===== src/rtl/rob_alloc.sv =====
// rob_alloc: dispatch-side ROB entry allocator. Hands out up to two
// consecutive tags per cycle, reclaims entries on commit and rolls the
// allocation pointer back to the commit pointer on flush.
module rob_alloc #(
    parameter int ROB_NUM = 64,
    parameter int ROB_SEL = 6
) (
    input  logic               clk,
    input  logic               reset,
    input  logic               dp1_req_i,
    input  logic               dp2_req_i,
    input  logic [1:0]         com_cnt_i,
    input  logic               flush_i,
    output logic [ROB_SEL-1:0] dp1_addr_o,
    output logic [ROB_SEL-1:0] dp2_addr_o,
    output logic               alloc_stall_o,
    output logic [ROB_SEL:0]   freenum_o,
    output logic [ROB_SEL-1:0] alloc_ptr_o,
    output logic [ROB_SEL-1:0] commit_ptr_o,
    output logic               empty_o,
    output logic               full_o
);

    localparam logic [ROB_SEL:0]   FULL_CNT = ROB_NUM[ROB_SEL:0];
    localparam logic [ROB_SEL+1:0] FULL_EXT = ROB_NUM[ROB_SEL+1:0];

    logic [ROB_SEL-1:0] alloc_ptr_q, alloc_ptr_d;
    logic [ROB_SEL-1:0] commit_ptr_q, commit_ptr_d;
    logic [ROB_SEL:0]   freenum_q, freenum_d;
    logic [ROB_SEL:0]   req;
    logic [ROB_SEL:0]   alloc;
    logic [ROB_SEL+1:0] free_sum;
    logic [ROB_SEL:0]   occupied;

    // Stall depends only on the registered free count and the request mask,
    // keeping commit/flush off the dispatch-stall critical path.
    always_comb begin
        req           = (ROB_SEL+1)'(dp1_req_i) + (ROB_SEL+1)'(dp2_req_i);
        alloc_stall_o = (req > freenum_q);
        alloc         = (alloc_stall_o || flush_i) ? '0 : req;
    end

    // Next-state: commits always advance; flush snaps alloc_ptr onto the
    // post-commit commit_ptr. Free count saturates on over-commit.
    always_comb begin
        commit_ptr_d = commit_ptr_q + ROB_SEL'(com_cnt_i);
        free_sum     = (ROB_SEL+2)'(freenum_q) - (ROB_SEL+2)'(alloc)
                     + (ROB_SEL+2)'(com_cnt_i);
        alloc_ptr_d  = alloc_ptr_q + ROB_SEL'(alloc);
        freenum_d    = (free_sum > FULL_EXT) ? FULL_CNT : free_sum[ROB_SEL:0];
        if (flush_i) begin
            alloc_ptr_d = commit_ptr_d;
            freenum_d   = FULL_CNT;
        end
    end

    // Pointer and free-count registers, async active-high reset.
    always_ff @(posedge clk or posedge reset) begin
        if (reset) begin
            alloc_ptr_q  <= '0;
            commit_ptr_q <= '0;
            freenum_q    <= FULL_CNT;
        end else begin
            alloc_ptr_q  <= alloc_ptr_d;
            commit_ptr_q <= commit_ptr_d;
            freenum_q    <= freenum_d;
        end
    end

    // Flag committing more entries than are in flight.
    assign occupied = FULL_CNT - freenum_q;
    always_ff @(posedge clk) begin
        if (!reset) begin
            assert ((ROB_SEL+1)'(com_cnt_i) <= occupied)
                else $error("rob_alloc: commit of %0d exceeds occupied %0d",
                            com_cnt_i, occupied);
        end
    end

    // Tags are offered every cycle straight from the allocation pointer.
    always_comb begin
        dp1_addr_o   = alloc_ptr_q;
        dp2_addr_o   = alloc_ptr_q + ROB_SEL'(1);
        freenum_o    = freenum_q;
        alloc_ptr_o  = alloc_ptr_q;
        commit_ptr_o = commit_ptr_q;
        empty_o      = (freenum_q == FULL_CNT);
        full_o       = (freenum_q == '0);
    end

endmodule


===== config.mk =====
export PLATFORM = sky130hd
export DESIGN_NAME = rob_alloc
export DESIGN_NICKNAME = d
export VERILOG_FILES = /design/src/rtl/rob_alloc.sv
export SDC_FILE = /design/constraint.sdc
export NUM_CORES = 1
export LEC_CHECK = 0
export BUFFER_PORTS_ARGS = -buffer_cell sky130_fd_sc_hd__buf_2
export CORE_MARGIN = 2
export CORE_UTILIZATION = 33
export CTS_CLUSTER_SIZE = 20
export DETAILED_ROUTE_END_ITERATION = 7
export HOLD_SLACK_MARGIN = 0.06
export PLACE_DENSITY_LB_ADDON = 0.08
export SETUP_SLACK_MARGIN = 0.05
export SLEW_MARGIN = 20
export SYNTH_ARGS = -nofsm -noshare
export SYNTH_HDL_FRONTEND = slang
export SYNTH_SLANG_ARGS = --single-unit

===== constraint.sdc =====
create_clock -name clk -period 5.41 [get_ports clk]
set_clock_uncertainty 0.15 [all_clocks]
set_input_delay 1.082 -clock clk [delete_from_list [all_inputs] [get_ports clk]]
set_output_delay 1.082 -clock clk [all_outputs]
set_load 0.05 [all_outputs]

==> impl_results.md <==
* Status: complete, no violations
* Multi-input logic area at 851 µm²
* CTS Sinks at 19
* Slew headroom at between 40% and 50%
* Wire per inst at 14.1 µm
* Worst Hold Class: reg -> reg
* Row cnt at 24
* CP startpoint kind: primary input
* CORE AREA at about 4300 µm²
* Top post-synthesis cells by area: dfrtp_1, ha_1, inv_1, xnor2_1, fa_1
* Die area at around 5000 µm²
* DR iter-0 viols at 40
* CP Class: in -> reg
* Htree depth at 1
* Final ANT Viol Nets at 0
* Ys Warns at 0
* EDFF count, synth at 0
* Die W at between 70 and 80 µm
* Die Height at around 71 µm
* Most common cell in the netlist: inv_1
* Worst-Skew Late Latency at between 0.2 and 0.3 ns
* Worst EP arrival at about 4.5 ns
* Initial core utilization at ~34%
* Fmax at about 0.22 GHz
* Syn_nets at 184
* Overflow after GRT at 0
* Setup TNS at 0 ns
* Postcts setup bufs at 0
* Clock root buffer: clkbuf_8
* I/O pin count at 41
* All-Layer GR Usage at 14.1%
* Register bit count reported by yosys at 19
* Slew Limit Fails at 0
* Fill count at 488
* Cell count after synthesis at ~150
* Endpoints failing setup at 0
* # placed instances at 237
* Antenna cell count at 0
* Global-route wire length before repair at ~5500 µm
* Placer Congestion at 0.858
* Routed via count at around 1100
* Post-CTS sizing at 0
* Finished Layout Cells at about 240
* Final hold violations at 0
* Vias in the first global route at roughly 1200
* CTS Hold Buffers Added at 0
* Final period utilization at 84.2%
* Main synth FF type: dfrtp_1
* Synth async-reset ratio at between 90% and 100%
* Synth area leader: dfrtp_1
* Total of max-cap violations at 0
* Largest net degree at the start of global routing at 20
* Setup crit end kind: flip-flop
* Worst path required time at between 5 and 6 ns
* CTS tree: built
* Syn avg cell area at about 9.6 µm²
* Synth unique cells at 35
* Share of cells above drive strength 1 at about 28%
* Register area share after synthesis at 32.3%
* Initial antenna violation count at 0
* Post-synth top cells: inv_1, ha_1, dfrtp_1, nor2_1, xnor2_1
* Synth-to-Final Area Change at 17.6%
* Crit path max fanout at 7
* Drt via density at 4.72
* Hold Worst Slack at 0.336 ns
* RSZ-0062 raised after global routing: false
* Clock tree buffer depth at 2
* Fin crit period at between 4 and 5 ns
* Yosys top cell area share at between 30% and 40%
* Worst-Margin Slew at between 0.7 and 0.8 ns
* CTS clock-pin slew for the worst setup and hold paths at roughly 0.080 ns
* Post-Syn Area at between 1000 and 1500 µm²
* Flip-flop and latch area at ~480 µm²
* Final net count at ~220
* IO Port Bufs at 40
* Total routed wirelength at around 3400 µm
* Drt pass-1 iters at 3
* CTS buffer count at 3
* Post-DP HPWL at ~2800 µm
* DR DRC count at 0
## registers in the layout, indices dropped and copies added (netlist names)
| register | flops |
|---|---|
| freenum_o | 7 |
| alloc_ptr_o | 6 |
| commit_ptr_o | 6 |
## through the flow
stage                     instance area (µm²)  worst slack [ns]  utilization (%)
after global routing                     1730             0.559             40.1
after detailed placement                 1690             0.566             39.0
final                                    1730             0.857             40.1
after global placement                   1690             0.671             39.0
after CTS                                1730             0.835             40.1
after floorplan                          1470             0.173                -
## layout make-up
cell class / instances / area share, %
Multi-Input combinational cell: 101 / 49.1
Sequential cell: 19 / 27.5
Timing Repair Buffer: 40 / 11.6
Inverter: 25 / 5.42
Tap cell: 52 / 3.75
Clock buffer: 3 / 2.38
Clock inverter: 1 / 0.289
## cell usage in the layout (no fill, tap or decap), types with 2 or more instances in the layout
master     n
ha_1      20
dfrtp_1   18
nor3_1     7
a21o_1     4
nand2_1    8
o21ai_0    2
clkbuf_8   3
nor4_1     2
xnor2_1   10
nor2_1    12
fa_1       4
inv_1     25
mux2_2     3
xor2_1     7
buf_2     40
nand3_1    4
## kinds of logic after synthesis
kind of cell	share of synthesized area (%)
compound gates	7.81
mux	3.90
xor+xnor	10.1
flops	32.3
simple gates	13.5
buf+inv	9.93
fa+ha+maj	22.4
## worst paths after layout
path | start | end | slack [ns] | depth (start not counted)
worst max-delay path | dp1_req_i | freenum_o[3] | 0.86 | 16
worst min-delay path | commit_ptr_o[5] | commit_ptr_o[5] | 0.34 | 1
worst max register to register | freenum_o[1] | freenum_o[3] | 1.49 | 15
worst min register to register | commit_ptr_o[5] | commit_ptr_o[5] | 0.34 | 1
max in group asynchronous | reset | commit_ptr_o[3] | 3.83 | 2
min in group asynchronous | reset | freenum_o[2] | 0.79 | 2
## metal layers
layer	vias to the layer above	track usage [%]	routed length, µm
li1	567	-	-
met1	549	15.0	1300
met2	19	27.7	1950
met3	2	2.99	106
met4	0	3.77	35
met5	-	0	0
## critical path, cell delays in order
cell       delay (ns)
buf_2            0.10
ha_1             0.22
ha_1             0.29
nor2b_1          0.14
o2111ai_1        0.11
a31oi_1          0.24
nor2_1           0.08
and2_1           0.19
fa_1             0.53
inv_1            0.06
ha_1             0.29
a21o_1           0.20
a21o_1           0.21
a311oi_2         0.29
mux2i_2          0.40
nor3_1           0.10
Power is left out: the tool's default activity adds up to more than one toggle a clock period on the data nets, which glitch-free logic cannot reach.
